File: src/rtl/rf_issue_sequencer_if.sv
// Fetch/register-file/consumer signal bundle for rf_issue_sequencer.
// master = sequencer side, slave = fetch/register-file/consumer side.
interface rf_issue_sequencer_if #(
  parameter int unsigned DATA_W = 16
);
  logic              in_valid;
  logic              in_ready;
  logic [15:0]       in_instr;
  logic              rf_en;
  logic [2:0]        rf_opcode;
  logic [2:0]        rf_reg1;
  logic [2:0]        rf_reg2;
  logic [2:0]        rf_reg3;
  logic [DATA_W-1:0] rf_imm;
  logic [DATA_W-1:0] rf_result;
  logic              out_valid;
  logic              out_ready;
  logic [DATA_W-1:0] out_result;
  logic              out_err;

  modport master (
    input  in_valid, in_instr, rf_result, out_ready,
    output in_ready, rf_en, rf_opcode, rf_reg1, rf_reg2, rf_reg3, rf_imm,
           out_valid, out_result, out_err
  );

  modport slave (
    output in_valid, in_instr, rf_result, out_ready,
    input  in_ready, rf_en, rf_opcode, rf_reg1, rf_reg2, rf_reg3, rf_imm,
           out_valid, out_result, out_err
  );
endinterface

File: src/rtl/rf_issue_sequencer.sv
// Issues one ALU instruction at a time to the 8x16 register file and returns its result.
// Optional RF_SEQ_STATS_EN adds retired/illegal instruction counters.
module rf_issue_sequencer #(
  parameter int unsigned DATA_W     = 16,
  parameter int unsigned RF_LATENCY = 1,
  parameter int unsigned IMM_SEXT   = 1
) (
  input  logic                 clk,
  input  logic                 rst,
  rf_issue_sequencer_if.master bus
`ifdef RF_SEQ_STATS_EN
  ,
  output logic [15:0]          retired_cnt,
  output logic [15:0]          illegal_cnt
`endif
);

  localparam int unsigned CNT_W = 4;
  localparam int unsigned IMM_W = 7;

  localparam logic [1:0] ST_IDLE  = 2'd0;
  localparam logic [1:0] ST_ISSUE = 2'd1;
  localparam logic [1:0] ST_WAIT  = 2'd2;
  localparam logic [1:0] ST_RESP  = 2'd3;

  localparam logic [2:0] OP_ADDI      = 3'b001;
  localparam logic [2:0] OP_SUBI      = 3'b010;
  localparam logic [2:0] OP_MAX_LEGAL = 3'b011;

  logic [1:0]        state_q,      state_d;
  logic [CNT_W-1:0]  cnt_q,        cnt_d;
  logic              in_ready_q,   in_ready_d;
  logic              rf_en_q,      rf_en_d;
  logic [2:0]        rf_opcode_q,  rf_opcode_d;
  logic [2:0]        rf_reg1_q,    rf_reg1_d;
  logic [2:0]        rf_reg2_q,    rf_reg2_d;
  logic [2:0]        rf_reg3_q,    rf_reg3_d;
  logic [DATA_W-1:0] rf_imm_q,     rf_imm_d;
  logic              out_valid_q,  out_valid_d;
  logic [DATA_W-1:0] out_result_q, out_result_d;
  logic              out_err_q,    out_err_d;

  // Instruction word decode
  logic [2:0]        dec_op_c;
  logic [2:0]        dec_rd_c;
  logic [2:0]        dec_rs1_c;
  logic [2:0]        dec_rs2_c;
  logic [IMM_W-1:0]  dec_imm7_c;
  logic [DATA_W-1:0] dec_imm_c;
  logic              dec_is_imm_c;
  logic              dec_legal_c;
  logic              accept_c;
  logic              out_hs_c;

  assign dec_op_c     = bus.in_instr[15:13];
  assign dec_rd_c     = bus.in_instr[12:10];
  assign dec_rs1_c    = bus.in_instr[9:7];
  assign dec_rs2_c    = bus.in_instr[6:4];
  assign dec_imm7_c   = bus.in_instr[6:0];
  assign dec_imm_c    = (IMM_SEXT != 0)
                        ? {{(DATA_W-IMM_W){dec_imm7_c[IMM_W-1]}}, dec_imm7_c}
                        : {{(DATA_W-IMM_W){1'b0}}, dec_imm7_c};
  assign dec_is_imm_c = (dec_op_c == OP_ADDI) || (dec_op_c == OP_SUBI);
  assign dec_legal_c  = (dec_op_c <= OP_MAX_LEGAL);

  assign accept_c = (state_q == ST_IDLE) && bus.in_valid && in_ready_q;
  assign out_hs_c = out_valid_q && bus.out_ready;

  // Next-state and next-output logic
  always_comb begin
    state_d      = state_q;
    cnt_d        = cnt_q;
    in_ready_d   = 1'b0;
    rf_en_d      = 1'b0;
    rf_opcode_d  = rf_opcode_q;
    rf_reg1_d    = rf_reg1_q;
    rf_reg2_d    = rf_reg2_q;
    rf_reg3_d    = rf_reg3_q;
    rf_imm_d     = rf_imm_q;
    out_valid_d  = out_valid_q;
    out_result_d = out_result_q;
    out_err_d    = out_err_q;

    case (state_q)
      ST_IDLE: begin
        in_ready_d = 1'b1;
        if (accept_c) begin
          in_ready_d  = 1'b0;
          rf_opcode_d = dec_op_c;
          rf_reg1_d   = dec_rd_c;
          rf_reg2_d   = dec_rs1_c;
          rf_reg3_d   = dec_is_imm_c ? 3'd0 : dec_rs2_c;
          rf_imm_d    = dec_is_imm_c ? dec_imm_c : '0;
          if (dec_legal_c) begin
            state_d   = ST_ISSUE;
            rf_en_d   = 1'b1;
            out_err_d = 1'b0;
          end else begin
            // Illegal opcode never reaches the register file
            state_d      = ST_RESP;
            out_valid_d  = 1'b1;
            out_err_d    = 1'b1;
            out_result_d = '0;
          end
        end
      end
      ST_ISSUE: begin
        state_d = ST_WAIT;
        cnt_d   = CNT_W'(RF_LATENCY - 1);
      end
      ST_WAIT: begin
        if (cnt_q == '0) begin
          state_d      = ST_RESP;
          out_valid_d  = 1'b1;
          out_result_d = bus.rf_result;
        end else begin
          cnt_d = cnt_q - CNT_W'(1);
        end
      end
      ST_RESP: begin
        if (out_hs_c) begin
          state_d     = ST_IDLE;
          in_ready_d  = 1'b1;
          out_valid_d = 1'b0;
          rf_opcode_d = 3'd0;
          rf_reg1_d   = 3'd0;
          rf_reg2_d   = 3'd0;
          rf_reg3_d   = 3'd0;
          rf_imm_d    = '0;
        end
      end
      default: state_d = ST_IDLE;
    endcase
  end

  always_ff @(posedge clk or posedge rst) begin
    if (rst) begin
      state_q      <= ST_IDLE;
      cnt_q        <= '0;
      in_ready_q   <= 1'b0;
      rf_en_q      <= 1'b0;
      rf_opcode_q  <= 3'd0;
      rf_reg1_q    <= 3'd0;
      rf_reg2_q    <= 3'd0;
      rf_reg3_q    <= 3'd0;
      rf_imm_q     <= '0;
      out_valid_q  <= 1'b0;
      out_result_q <= '0;
      out_err_q    <= 1'b0;
    end else begin
      state_q      <= state_d;
      cnt_q        <= cnt_d;
      in_ready_q   <= in_ready_d;
      rf_en_q      <= rf_en_d;
      rf_opcode_q  <= rf_opcode_d;
      rf_reg1_q    <= rf_reg1_d;
      rf_reg2_q    <= rf_reg2_d;
      rf_reg3_q    <= rf_reg3_d;
      rf_imm_q     <= rf_imm_d;
      out_valid_q  <= out_valid_d;
      out_result_q <= out_result_d;
      out_err_q    <= out_err_d;
    end
  end

  assign bus.in_ready   = in_ready_q;
  assign bus.rf_en      = rf_en_q;
  assign bus.rf_opcode  = rf_opcode_q;
  assign bus.rf_reg1    = rf_reg1_q;
  assign bus.rf_reg2    = rf_reg2_q;
  assign bus.rf_reg3    = rf_reg3_q;
  assign bus.rf_imm     = rf_imm_q;
  assign bus.out_valid  = out_valid_q;
  assign bus.out_result = out_result_q;
  assign bus.out_err    = out_err_q;

`ifdef RF_SEQ_STATS_EN
  // Retired/illegal counters advance on the result handshake and wrap naturally
  always_ff @(posedge clk or posedge rst) begin
    if (rst) begin
      retired_cnt <= 16'd0;
      illegal_cnt <= 16'd0;
    end else if (out_hs_c) begin
      if (out_err_q) illegal_cnt <= illegal_cnt + 16'd1;
      else           retired_cnt <= retired_cnt + 16'd1;
    end
  end
`endif

endmodule

File: src/flat_wrapper.sv
// flat-port wrapper written by rule: the top's interface ports become plain ports
module rf_issue_sequencer_flat 
#(
  parameter int unsigned DATA_W     = 16,
  parameter int unsigned RF_LATENCY = 1,
  parameter int unsigned IMM_SEXT   = 1
)
  (clk, rst, bus_in_valid, bus_in_instr, bus_rf_result, bus_out_ready, bus_in_ready, bus_rf_en, bus_rf_opcode, bus_rf_reg1, bus_rf_reg2, bus_rf_reg3, bus_rf_imm, bus_out_valid, bus_out_result, bus_out_err);
  rf_issue_sequencer_if #(.DATA_W(DATA_W)) bus_i ();
  input  logic clk;
  input  logic rst;
  input wire logic [$bits(bus_i.in_valid)-1:0] bus_in_valid;
  input wire logic [$bits(bus_i.in_instr)-1:0] bus_in_instr;
  input wire logic [$bits(bus_i.rf_result)-1:0] bus_rf_result;
  input wire logic [$bits(bus_i.out_ready)-1:0] bus_out_ready;
  output wire logic [$bits(bus_i.in_ready)-1:0] bus_in_ready;
  output wire logic [$bits(bus_i.rf_en)-1:0] bus_rf_en;
  output wire logic [$bits(bus_i.rf_opcode)-1:0] bus_rf_opcode;
  output wire logic [$bits(bus_i.rf_reg1)-1:0] bus_rf_reg1;
  output wire logic [$bits(bus_i.rf_reg2)-1:0] bus_rf_reg2;
  output wire logic [$bits(bus_i.rf_reg3)-1:0] bus_rf_reg3;
  output wire logic [$bits(bus_i.rf_imm)-1:0] bus_rf_imm;
  output wire logic [$bits(bus_i.out_valid)-1:0] bus_out_valid;
  output wire logic [$bits(bus_i.out_result)-1:0] bus_out_result;
  output wire logic [$bits(bus_i.out_err)-1:0] bus_out_err;
  assign bus_i.in_valid = bus_in_valid;
  assign bus_i.in_instr = bus_in_instr;
  assign bus_i.rf_result = bus_rf_result;
  assign bus_i.out_ready = bus_out_ready;
  assign bus_in_ready = bus_i.in_ready;
  assign bus_rf_en = bus_i.rf_en;
  assign bus_rf_opcode = bus_i.rf_opcode;
  assign bus_rf_reg1 = bus_i.rf_reg1;
  assign bus_rf_reg2 = bus_i.rf_reg2;
  assign bus_rf_reg3 = bus_i.rf_reg3;
  assign bus_rf_imm = bus_i.rf_imm;
  assign bus_out_valid = bus_i.out_valid;
  assign bus_out_result = bus_i.out_result;
  assign bus_out_err = bus_i.out_err;
  rf_issue_sequencer #(.DATA_W(DATA_W), .RF_LATENCY(RF_LATENCY), .IMM_SEXT(IMM_SEXT)) u_core (.clk(clk), .rst(rst), .bus(bus_i));
endmodule
File: config.mk
export PLATFORM = sky130hd
export DESIGN_NAME = rf_issue_sequencer_flat
export DESIGN_NICKNAME = d
export VERILOG_FILES = /design/src/rtl/rf_issue_sequencer_if.sv /design/src/rtl/rf_issue_sequencer.sv /design/src/flat_wrapper.sv
export SDC_FILE = /design/constraint.sdc
export NUM_CORES = 1
export LEC_CHECK = 0
export ABC_CLOCK_PERIOD_IN_PS = 2100
export BUFFER_PORTS_ARGS = -buffer_cell sky130_fd_sc_hd__buf_4
export CORE_UTILIZATION = 45
export CTS_CLUSTER_DIAMETER = 80
export DETAILED_ROUTE_END_ITERATION = 7
export GPL_TIMING_DRIVEN = 0
export MAX_ROUTING_LAYER = met4
export PLACE_DENSITY = 0.81
export SKIP_LAST_GASP = 1
export SLEW_MARGIN = 10
export SYNTH_ARGS = -nofsm -noshare
export SYNTH_HDL_FRONTEND = slang
export SYNTH_SLANG_ARGS = --single-unit
export TNS_END_PERCENT = 50
File: constraint.sdc
create_clock -name clk -period 2.1 [get_ports clk]
set_clock_uncertainty 0.2 [all_clocks]
set_input_delay 0.105 -clock clk [delete_from_list [all_inputs] [get_ports clk]]
set_output_delay 0.105 -clock clk [all_outputs]
set_load 0.05 [all_outputs]
### Word level (Yosys, flattened, before mapping)

Index checks and enable logic that the tools add are counted.

| operators by class | value |
|---|---|
| magnitude comparators | 1 |
| add/subtract/negate cells | 1 |
| reductions and logical operators | 16 |
| eq/ne operators | 10 |
| mux-type cells | 37 |

Operators with widths:

| cell | number |
|---|---|
| 16-bit two-way mux | 6 |
| 16-bit case mux with 2 select lines | 2 |
| 3-bit case mux with 2 select lines | 4 |
| 3-bit two-way mux | 6 |
| 1-bit two-way mux | 10 |
| 2-bit two-way mux | 4 |
| 2-bit case mux with 4 select lines | 1 |
| 4-bit case mux with 2 select lines | 1 |
| 2-bit by 1-bit != test with 1-bit output, second input constant | 3 |
| 3-bit AND reduction | 2 |
| 2-bit nonzero test | 3 |
| 5-bit AND reduction | 1 |
| 2-bit equality test, second input constant | 2 |
| 4-bit zero test | 1 |
| 4-bit two-way mux | 1 |
| 2-bit != test, second input constant | 2 |
| 2-bit AND reduction | 2 |
| 4-bit AND reduction | 1 |
| 4-bit by 1-bit subtractor with 4-bit output, second input constant | 1 |
| 3-bit by 1-bit equality test with 1-bit output, second input constant | 1 |
| 3-bit by 2-bit equality test with 1-bit output, second input constant | 1 |
| 3-bit by 2-bit less-or-equal comparator with 1-bit output, second input constant | 1 |
| 1-bit logical AND | 3 |
| 1-bit case mux with 3 select lines | 1 |
| other kinds (5) | 5 |

| word-level totals | value |
|---|---|
| flip-flop bits (word level) | 54 |
| word-level logic and storage cells | 77 |
| input bits | 36 |
| output and inout bits | 48 |

### Longest topological paths before layout

Gate-level depths: netlist (run 1).

| logic depth | value |
|---|---|
| depth in word-level cells | 5 |
| gate-level depth with buffers | 7 |
| depth with buffers taken out | 6 |

### Worst setup path after synthesis (run 1)

No wires, ideal clock.

| timing | value |
|---|---|
| kind | register to register |
| from | register u_core.in_ready_q, in the netlist u_core.bus.in_ready |
| to | register u_core.rf_imm_q[14], in the netlist u_core.bus.rf_imm[14] |
| data required time | 1805 ps |
| cell stages (with the launch flop) | 6 |
| data arrival time | 1615 ps |
| setup time | 95 ps |
| setup slack | 189 ps |
| path buffers | 2 |
| period minus slack after synthesis | 1911 ps |
| cell sequence | dfrtp_1 nand2_1 a221o_1 buf_6 buf_6 o31ai_1 |

| on the way | value |
|---|---|
| longest elaborated chain between the ends | 3 |

RTL lines:

| item | RTL line | text |
|---|---|---|
| from (decl) | rf_issue_sequencer.sv:32 | `logic in_ready_q, in_ready_d;` |
| from (signal assigned) | rf_issue_sequencer.sv:153 | `in_ready_q <= in_ready_d;` |
| 1-bit logical AND | rf_issue_sequencer.sv:66 | `assign accept_c = (state_q == ST_IDLE) && bus.in_valid && in_ready_q;` |
| 2-bit by 1-bit != test with 1-bit output (no line) | - |  |
| 3-bit AND reduction (no line) | - |  |
| to (signal assigned) | rf_issue_sequencer.sv:159 | `rf_imm_q <= rf_imm_d;` |
| to (decl) | rf_issue_sequencer.sv:38 | `logic [DATA_W-1:0] rf_imm_q, rf_imm_d;` |

Every way passes these cells.
A chain may end at the register's enable or synchronous reset.

### Final worst setup path (run 1)

| timing | value |
|---|---|
| from | register u_core.state_q[0] |
| to | register u_core.rf_reg3_q[2], in the netlist u_core.bus.rf_reg3[2] |

| on the way | value |
|---|---|
| longest elaborated chain between the ends | 5 |
| elaborated cells on any way between the ends | 9 |
| classes of those cells | eq/ne: 3; mux: 1; reduce/logical: 5 |

RTL lines:

| item | RTL line | text |
|---|---|---|
| from (decl) | rf_issue_sequencer.sv:30 | `logic [1:0] state_q, state_d;` |
| from (signal assigned) | rf_issue_sequencer.sv:151 | `state_q <= state_d;` |
| 2-bit zero test | rf_issue_sequencer.sv:66, rf_issue_sequencer.sv:84 |  |
| 1-bit logical AND (2 in a row) | rf_issue_sequencer.sv:66 |  |
| 2-bit by 1-bit != test with 1-bit output (no line) | - |  |
| 3-bit AND reduction (no line) | - |  |
| to (signal assigned) | rf_issue_sequencer.sv:158 | `rf_reg3_q <= rf_reg3_d;` |
| to (decl) | rf_issue_sequencer.sv:37 | `logic [2:0] rf_reg3_q, rf_reg3_d;` |

Parallel ways exist; a longest one is shown, timed or not.

==> flow_metrics.tcl, run 1 <==
set metrics [dict create \
    timing.slew.headroom_pct 75.7 \
    fin_area_um2 3280 \
    ys_ff_latch 45 \
    drt_iter0_drc 135 \
    ir_drop_v 0.00111 \
    syn2layout_area_growth_pct 56.4 \
    internal_power_mw 2.33 \
    htree_levels 2 \
    crit_start "u_core.state_q[0]$_DFFE_PP0P_" \
    post-cts-setup-buffers 0 \
    antenna_found_initial 0 \
    overflow 0 \
    syn-num-nets 256 \
    reg2reg_from "u_core.state_q[0]$_DFFE_PP0P_" \
    status "finished clean" \
    gp_congestion 0.767 \
    crit_fanout 10 \
    worstSetupPathType "reg2reg" \
    ys_seq_area_share_pct 53.7 \
    fp.dieH_um 70.3 \
    cts_tree "yes" \
    clkTransAtPathRegs_ns 0.08 \
    pwr-share-comb_pct 59.4 \
    clk_path_buf_depth 2 \
    syn_area_per_cell_um2 9.85 \
    worstSkewPairLatency_ns 0.30 \
    p_clk_share_pct 13.0 \
    worstPathRequired_ns 2.10 \
    io_buffers 83 \
    worst_pin_slew_ns 0.365 \
    nets 383 \
    p_seq_share_pct 27.6 \
    cp-end-kind "flip-flop" \
    synth.most_common_cell "nand2_1" \
    routed_wl_um 5520 \
    cts_sinks 45 \
    num_vias 1992 \
    critPathArrivalTime_ns 1.99 \
    drc 0 \
    die_w_um 70.3 \
    design.core.area_um2 4410 \
    synth_flop_cell "dfrtp_1" \
    ios 84 \
    dp_hpwl_um 3580 \
    p_leak_nw 1.66 \
    postRouteAntennaNets 0 \
    async_flop_share_pct 100 \
    rsz0062_at_grt "true" \
    row_count 24 \
    synth_edf_count 0 \
    grt_max_degree 37 \
    placed_area_um2 2810 \
    worst_path_max_delay_cell "dfrtp_1" \
    dr.pass1.iters 4 \
    grt_pass1_vias 1968 \
    cp_cell_sequence "inv_1 > ha_1 > a221o_1 > buf_6 > buf_6 > o31ai_1" \
    final-seq-area_um2 1130 \
    avgRoutedWirePerCell_um 14.0 \
    grt_pass1_wl_um 8830 \
    drive_gt1_share_pct 33.7 \
    multi_input_area_um2 825 \
    finalPower_mw 4.53 \
    maxCapViolations 0 \
    start_util_pct 47.5 \
    grt_use_total_pct 23.3 \
    yosys.cell_types.count 31 \
    hold_violations 0 \
    n_antenna_cell 0 \
    period_needed_ns 1.99 \
    syn_area_um2 2100 \
    yosys_warnings 0 \
    max_stage_delay_ns 0.40 \
    cts_made_buffers 5 \
    synthCells 213 \
    avgViaCountPerCell 5.07 \
    die_area_um2 4940 \
    setup_violations 0 \
    cp-start-kind "flip-flop" \
    fmax_ghz 0.501 \
    cts-root-buf "clkbuf_8" \
    hold_class "in2async" \
    p_per_area_nw_per_um2 1380 \
    synth_area_leaders "dfrtp_1 (54%), nand2_1 (9.1%), o21ai_0 (6.2%)" \
    synth_top_cell_area_share_pct 53.7 \
    switchingPower_mw 2.20 \
    path_common_cell "buf_6" \
    min_period_over_period_pct 95.0 \
    nFillCells 283 \
    synth_common_cells "nand2_1 (51), dfrtp_1 (45), o21ai_0 (26), nand2b_1 (14), buf_4 (9)" \
    switching_share_pct 48.5 \
    synth_area_leader_cell "dfrtp_1" \
    slew_viol_final 0 \
]
==> per-stage QoR <==
stage,instances,utilization [%],setup slack [ns],setup TNS (ns),hold WS (ns)
floorplan,213,-,0.189,0,-0.0286
global placement,348,63.1,-0.0535,-0.392,0.122
detailed placement,349,63.5,-0.0960,-0.645,-0.152
CTS,393,74.0,0.00570,0,0.0882
global route,393,74.3,-0.00789,-0.00789,0.141
finish,393,74.3,0.106,0,0.128
==> layout by cell type, fill, tap and decap left out, drive strengths merged, types with 3 or more instances in the layout <==
cell         instances
nand2               51
o31ai                6
a22o                 5
ha                   7
mux2i                3
inv                  7
buf                101
nor2b                3
nand3                3
dlygate4sd3         36
nand2b              14
o21ai               28
nor2                 5
clkbuf              10
dfrtp               45
==> cell type report <==
type / instances / area share, %
inverter: 7 / 0.801
sequential: 45 / 34.3
timing repair buffer: 120 / 30.6
clock buffer: 7 / 2.94
multi-input combinational: 141 / 25.1
clock inverter: 1 / 0.153
buffer: 20 / 4.08
tap: 52 / 1.98
==> registers in the layout, indices dropped and copies added, names as in the netlist <==
register and cells:
u_core.bus.in_ready 1, u_core.bus.out_err 1, u_core.bus.out_result 16, u_core.bus.out_valid 1, u_core.bus.rf_en 1, u_core.bus.rf_imm 7
u_core.bus.rf_opcode 3, u_core.bus.rf_reg1 3, u_core.bus.rf_reg2 3, u_core.bus.rf_reg3 3, u_core.cnt_q 4, u_core.state_q 2
==> critical path, delay by kind of cell (launching register included) <==
kind,cells,cell delay (ns)
AO/OA/AOI/OAI,2,0.61
flip-flops,1,0.40
buffers and inverters,3,0.38
adder cells (fa/ha/maj),1,0.30
==> final timing paths <==
check	endpoint	slack [ns]	cells past startpoint
worst max-delay path	u_core.bus.rf_reg3[2]$_DFFE_PP0P_	0.11	6
worst min-delay path	u_core.bus.rf_imm[2]$_DFFE_PP0P_	0.13	3
worst max register to register	u_core.bus.rf_reg3[2]$_DFFE_PP0P_	0.11	6
worst min register to register	u_core.bus.rf_reg1[1]$_DFFE_PP0P_	0.28	2
max in group asynchronous	u_core.bus.out_result[14]$_DFFE_PP0P_	1.12	4
min in group clk	u_core.bus.rf_reg1[1]$_DFFE_PP0P_	0.28	2
==> cell families (layout without fill, tap and decap cells) <==
family	after synthesis	in the layout	share of synthesized area [%]
compound gates	44	44	12.9
xor+xnor	3	3	1.25
fa+ha+maj	7	7	4.18
buf+inv	27	155	7.52
flops	45	45	53.7
mux	3	3	1.43
simple gates	84	84	19.0
==> power by group through the flow <==
stage / sequential, mW / clock, mW / combinational, mW
floorplan: 1.96 / 0 / 1.19
global placement: 1.25 / 0 / 2.56
detailed placement: 1.26 / 0 / 2.61
CTS: 1.25 / 0.593 / 2.67
global route: 1.28 / 0.628 / 2.88
finish: 1.25 / 0.591 / 2.69
==> what timing repair did <==
| item | CTS | global route |
|---|---|---|
| endpoints found under the hold margin | 84 | 0 |
| hold buffers | 36 | 0 |
| endpoints found under the setup margin | 10 | 17 |
| resized for setup | 1 | 4 |
| cloned | 0 | 0 |
==> layer usage <==
metal  up-vias  wire length [um]  track usage [%]
li1        953                 -                -
met1       961              2330             27.5
met2        64              2810             39.5
met3        14               251             4.18
met4         0               125             9.33
met5         -                 0                -
No activity file was read; power rests on OpenSTA's default activity.
==> run 2, diff against run 1 <==
--- a/config.mk
+++ b/config.mk
@@ -7,12 +7,12 @@
 export LEC_CHECK = 0
 export ABC_CLOCK_PERIOD_IN_PS = 2100
 export BUFFER_PORTS_ARGS = -buffer_cell sky130_fd_sc_hd__buf_4
-export CORE_UTILIZATION = 45
+export CORE_UTILIZATION = 48
 export CTS_CLUSTER_DIAMETER = 80
 export DETAILED_ROUTE_END_ITERATION = 7
 export GPL_TIMING_DRIVEN = 0
 export MAX_ROUTING_LAYER = met4
-export PLACE_DENSITY = 0.81
+export PLACE_DENSITY = 0.85
 export SKIP_LAST_GASP = 1
 export SLEW_MARGIN = 10
 export SYNTH_ARGS = -nofsm -noshare
==> flow_metrics.tcl, run 2 (synthesis results as in run 1) <==
set metrics [dict create \
    status "finished clean" \
    ios 84 \
    worstSetupPathType "reg2reg" \
    avgViaCountPerCell 5.26 \
    reg2reg_setup_slack_ns 0.07 \
    overflow 0 \
    syn2layout_area_growth_pct 58.1 \
    crit_fanout 10 \
    worstSkewPairLatency_ns 0.30 \
    row_count 23 \
    fin_setup_tns_ns 0 \
    die_area_um2 4640 \
    dr.pass1.iters 4 \
    cp-end-kind "flip-flop" \
    avgRoutedWirePerCell_um 15.9 \
    reg2reg_from "u_core.state_q[0]$_DFFE_PP0P_" \
    num_vias 2052 \
    worstPathRequired_ns 2.08 \
    cp-start-kind "flip-flop" \
    htree_levels 2 \
    grt_pass1_wl_um 9550 \
    ir_drop_v 0.00113 \
    clk_path_buf_depth 2 \
    nFillCells 220 \
    multi_input_area_um2 835 \
    io_buffers 83 \
    n_antenna_cell 0 \
    p_leak_nw 1.67 \
    design.core.area_um2 4090 \
    placed_area_um2 2810 \
    routed_wl_um 6190 \
    worst_pin_slew_ns 0.522 \
    cts_made_buffers 5 \
    drive_gt1_share_pct 33.8 \
    hold_class "in2async" \
    grt_pass1_vias 2132 \
    die_w_um 68.1 \
    hold_violations 0 \
    drt_iter0_drc 125 \
    grt_use_total_pct 29.3 \
    largest_reg_flops 16 \
    fmax_ghz 0.493 \
    cts-root-buf "clkbuf_8" \
    start_util_pct 51.3 \
    reg2reg_to "u_core.bus.rf_reg3[1]$_DFFE_PP0P_" \
    maxCapViolations 0 \
    fin_area_um2 3310 \
    drc 0 \
    grt_max_degree 25 \
    cts_sinks 45 \
    cts_tree "yes" \
    finalPower_mw 4.72 \
    antenna_found_initial 0 \
    critical_path.endpoint "u_core.bus.rf_reg3[1]$_DFFE_PP0P_" \
    gp_congestion 0.753 \
    final-seq-area_um2 1130 \
    clkTransAtPathRegs_ns 0.09 \
    p_per_area_nw_per_um2 1420 \
    crit_start "u_core.state_q[0]$_DFFE_PP0P_" \
    fp.dieH_um 68.1 \
    mostFrequentLayoutCells "buf_4 (93), nand2_1 (51), dfrtp_1 (45)" \
    setup_violations 0 \
    timing.slew.headroom_pct 65.1 \
    period_needed_ns 2.03 \
    mostFrequentLayoutCell "buf_4" \
    reg2reg_depth 6 \
    rsz0062_at_grt "true" \
    slew_viol_final 0 \
    nets 382 \
    dp_hpwl_um 3650 \
    critPathArrivalTime_ns 2.01 \
    min_period_over_period_pct 96.7 \
    postRouteAntennaNets 0 \
]
## run 2: routing by layer
metal / share of wire [%] / global-route usage [%] / up-vias
met5: 0 / - / -
met3: 4.7 / 4.50 / 27
met4: 4.1 / 14.6 / 0
met1: 38 / 30.9 / 988
li1: - / - / 953
met2: 53 / 52.7 / 84
## run 2: how the worst min path moves through the flow
stage	to
finish	u_core.bus.out_result[7]$_DFFE_PP0P_
floorplan	u_core.bus.rf_en$_DFF_PP0_
global route	u_core.bus.out_result[7]$_DFFE_PP0P_
detailed placement	u_core.bus.out_result[7]$_DFFE_PP0P_
global placement	u_core.bus.rf_en$_DFF_PP0_
CTS	u_core.bus.out_result[7]$_DFFE_PP0P_
## run 2: final cells by class
type | instances | area share, %
Sequential cell | 45 | 34.0
Timing Repair Buffer | 120 | 30.5
Multi-Input combinational cell | 141 | 25.2
Buffer | 19 | 4.04
Clock buffer | 6 | 2.49
Tap cell | 50 | 1.89
Clock inverter | 2 | 1.13
Inverter | 7 | 0.793
## run 2: timing repair
action / in CTS / in global routing
setup endpoints to repair: 10 / 22
setup buffers: 0 / 0
resized for setup: 2 / 7
endpoints found under the hold margin: 60 / 0
hold buffers: 36 / 0
## run 2: where the power goes
group          switching [mW]  leakage (nW)  internal, mW
registers               0.151         0.595          1.11
clock network           0.292        0.0574         0.387
logic                    1.83          1.02         0.948
## run 2: critical path, stage by stage, from the launching register on
cell and delay (ns):
dfrtp_1 0.43, ha_1 0.20, buf_2 0.17, a221o_1 0.35, buf_6 0.15, buf_6 0.14
o31ai_1 0.27
## run 2: through the flow
step / std cells / utilization (%) / hold slack, ns / setup slack, ns
finish: 390 / 81.1 / 0.204 / 0.0699
floorplan: 213 / - / -0.0286 / 0.189
CTS: 391 / 80.7 / 0.216 / 0.0891
global route: 390 / 81.1 / 0.262 / -0.0376
detailed placement: 347 / 68.8 / -0.0267 / -0.108
global placement: 346 / 68.1 / 0.132 / -0.0160
==> run 3, diff against run 2 <==
--- a/config.mk
+++ b/config.mk
@@ -7,12 +7,13 @@
 export LEC_CHECK = 0
 export ABC_CLOCK_PERIOD_IN_PS = 2100
 export BUFFER_PORTS_ARGS = -buffer_cell sky130_fd_sc_hd__buf_4
-export CORE_UTILIZATION = 48
+export CORE_UTILIZATION = 24
 export CTS_CLUSTER_DIAMETER = 80
 export DETAILED_ROUTE_END_ITERATION = 7
 export GPL_TIMING_DRIVEN = 0
 export MAX_ROUTING_LAYER = met4
-export PLACE_DENSITY = 0.85
+export PLACE_DENSITY = 0.51
+export REMOVE_ABC_BUFFERS = 1
 export SKIP_LAST_GASP = 1
 export SLEW_MARGIN = 10
 export SYNTH_ARGS = -nofsm -noshare
==> flow_metrics.tcl, run 3 (synthesis results as in run 1) <==
set metrics [dict create \
    grt_use_total_pct 13.4 \
    drt_iter0_drc 46 \
    period_needed_ns 1.98 \
    worst_path_max_delay_cell "a221o_4" \
    mostFrequentLayoutCell "buf_4" \
    largest_reg_flops 16 \
    cp_cell_sequence "inv_1 > ha_4 > a221o_4 > nor3_4 > a22o_1" \
    row_count 33 \
    reg2reg_from "u_core.state_q[1]$_DFFE_PP0P_" \
    mostFrequentLayoutCells "buf_4 (86), nand2_1 (51), dfrtp_1 (45)" \
    dp_hpwl_um 3580 \
    num_vias 1854 \
    p_per_area_nw_per_um2 1430 \
    grt_pass1_vias 1820 \
    min_period_over_period_pct 94.5 \
    routed_wl_um 5720 \
    cts_made_buffers 5 \
    maxCapViolations 0 \
    worstSetupPathType "reg2reg" \
    nets 370 \
    fin_setup_tns_ns 0 \
    path_buf_inv 1 \
    worstPathRequired_ns 2.14 \
    fp.dieH_um 95.5 \
    cp-end-kind "flip-flop" \
    die_w_um 95.5 \
    die_area_um2 9120 \
    drc 0 \
    clkTransAtPathRegs_ns 0.09 \
    avgRoutedWirePerCell_um 13.2 \
    finalPower_mw 4.81 \
    design.core.area_um2 8340 \
    worstSkewPairLatency_ns 0.29 \
    gp_congestion 0.761 \
    rsz0062_at_grt "true" \
    cp-start-kind "flip-flop" \
    switching_share_pct 47.3 \
    start_util_pct 25.1 \
    slew_viol_final 0 \
    cts_sinks 45 \
    setup_violations 0 \
    ios 84 \
    status "finished clean" \
    io_buffers 83 \
    htree_levels 2 \
    crit_fanout 9 \
    switchingPower_mw 2.27 \
    internal_power_mw 2.53 \
    p_leak_nw 1.62 \
    p_seq_share_pct 26.2 \
    dr.pass1.iters 5 \
    worst_pin_slew_ns 0.496 \
    overflow 0 \
    grt_max_degree 27 \
    p_clk_share_pct 13.4 \
    max_stage_delay_ns 0.50 \
    fmax_ghz 0.504 \
    cts-root-buf "clkbuf_8" \
    reg2reg_to "u_core.bus.rf_imm[3]$_DFFE_PP0P_" \
    clk_path_buf_depth 2 \
    syn2layout_area_growth_pct 59.8 \
    n_antenna_cell 0 \
    grt_pass1_wl_um 9090 \
    cts_tree "yes" \
    avgViaCountPerCell 4.29 \
    crit_family "compound AO/OA/AOI/OAI gates" \
    postRouteAntennaNets 0 \
    ir_drop_v 0.000700 \
    timing.slew.headroom_pct 66.9 \
    critPathArrivalTime_ns 2.02 \
    antenna_found_initial 0 \
    drive_gt1_share_pct 32.4 \
    reg2reg_setup_slack_ns 0.12 \
    hold_class "in2async" \
    reg2reg_depth 5 \
    hold_violations 0 \
    pwr-share-comb_pct 60.3 \
]
==> run 3: changes by cell type in the layout (fill, tap and decap cells not counted), moves of 2 or more <==
| cell | delta |
|---|---|
| buf_4 | -7 |
| buf_2 | -4 |
| buf_12 | +3 |
| buf_6 | -2 |
| ha_1 | -2 |
| ha_4 | +2 |
==> run 3: area by class of cell <==
| type | instances | area (um2) |
|---|---|---|
| clock buffer | 5 | 68.8 |
| clock inverter | 2 | 35.0 |
| fill | 854 | 4990 |
| inverter | 7 | 26.3 |
| multi-input combinational | 142 | 882 |
| sequential | 45 | 1130 |
| tap | 105 | 131 |
| timing repair buffer | 126 | 1080 |
==> run 3: stage by stage <==
| stage | cells | hold WS (ns) | cell area, um2 | setup slack (ns) | util, % |
|---|---|---|---|---|---|
| after CTS | 429 | 0.208 | 3310 | -0.0221 | 39.7 |
| final | 432 | 0.193 | 3350 | 0.116 | 40.2 |
| after global placement | 381 | 0.130 | 2720 | -1.69 | 32.6 |
| after global routing | 432 | 0.260 | 3350 | -0.00506 | 40.2 |
| after floorplan | 193 | -0.0286 | 1970 | -1.73 | - |
| after detailed placement | 383 | -0.0237 | 2760 | -0.666 | 33.1 |
==> run 3: routing by layer <==
layer	vias to the layer above	routed length [um]	GRT usage (%)
met2	51	2700	20.6
met1	872	2690	17.6
met5	-	0	-
met3	2	290	2.95
met4	0	39	4.10
li1	929	-	-
==> run 3: how the worst max path moves through the flow <==
stage	to	depth (start not counted)	slack (ns)	startpoint
3_5_place_dp	u_core.bus.rf_imm[2]$_DFFE_PP0P_	4	-0.67	u_core.state_q[0]$_DFFE_PP0P_
3_3_place_gp	u_core.bus.out_result[9]$_DFFE_PP0P_	5	-1.69	u_core.state_q[0]$_DFFE_PP0P_
2_1_floorplan	u_core.bus.rf_imm[14]$_DFFE_PP0P_	2	-1.73	u_core.bus.rf_imm[14]$_DFFE_PP0P_
6_report	u_core.bus.rf_imm[3]$_DFFE_PP0P_	5	0.12	u_core.state_q[1]$_DFFE_PP0P_
5_1_grt	u_core.bus.rf_imm[5]$_DFFE_PP0P_	5	-0.005	u_core.state_q[1]$_DFFE_PP0P_
4_1_cts	u_core.state_q[1]$_DFFE_PP0P_	6	-0.02	u_core.cnt_q[0]$_DFFE_PP0P_
==> run 3: power groups by stage <==
stage	sequential [mW]	clock (mW)	combinational (mW)
after floorplan	2.19	0	0.887
after global placement	1.27	0	2.39
after detailed placement	1.28	0	2.45
after CTS	1.26	0.672	2.83
after global routing	1.29	0.707	3.12
final	1.26	0.645	2.90
==> run 3: tightest hold or removal path: stages <==
cell and delay (ns):
dlygate4sd3_1 0.53, buf_4 0.13, inv_2 0.36
==> run 3: what timing repair did <==
action,CTS,global route
setup buffers,2,3
endpoints found under the hold margin,60,0
resized for setup,7,2
setup endpoints to repair,42,22
cloned,1,0
hold buffers,36,0
pin swaps,1,2
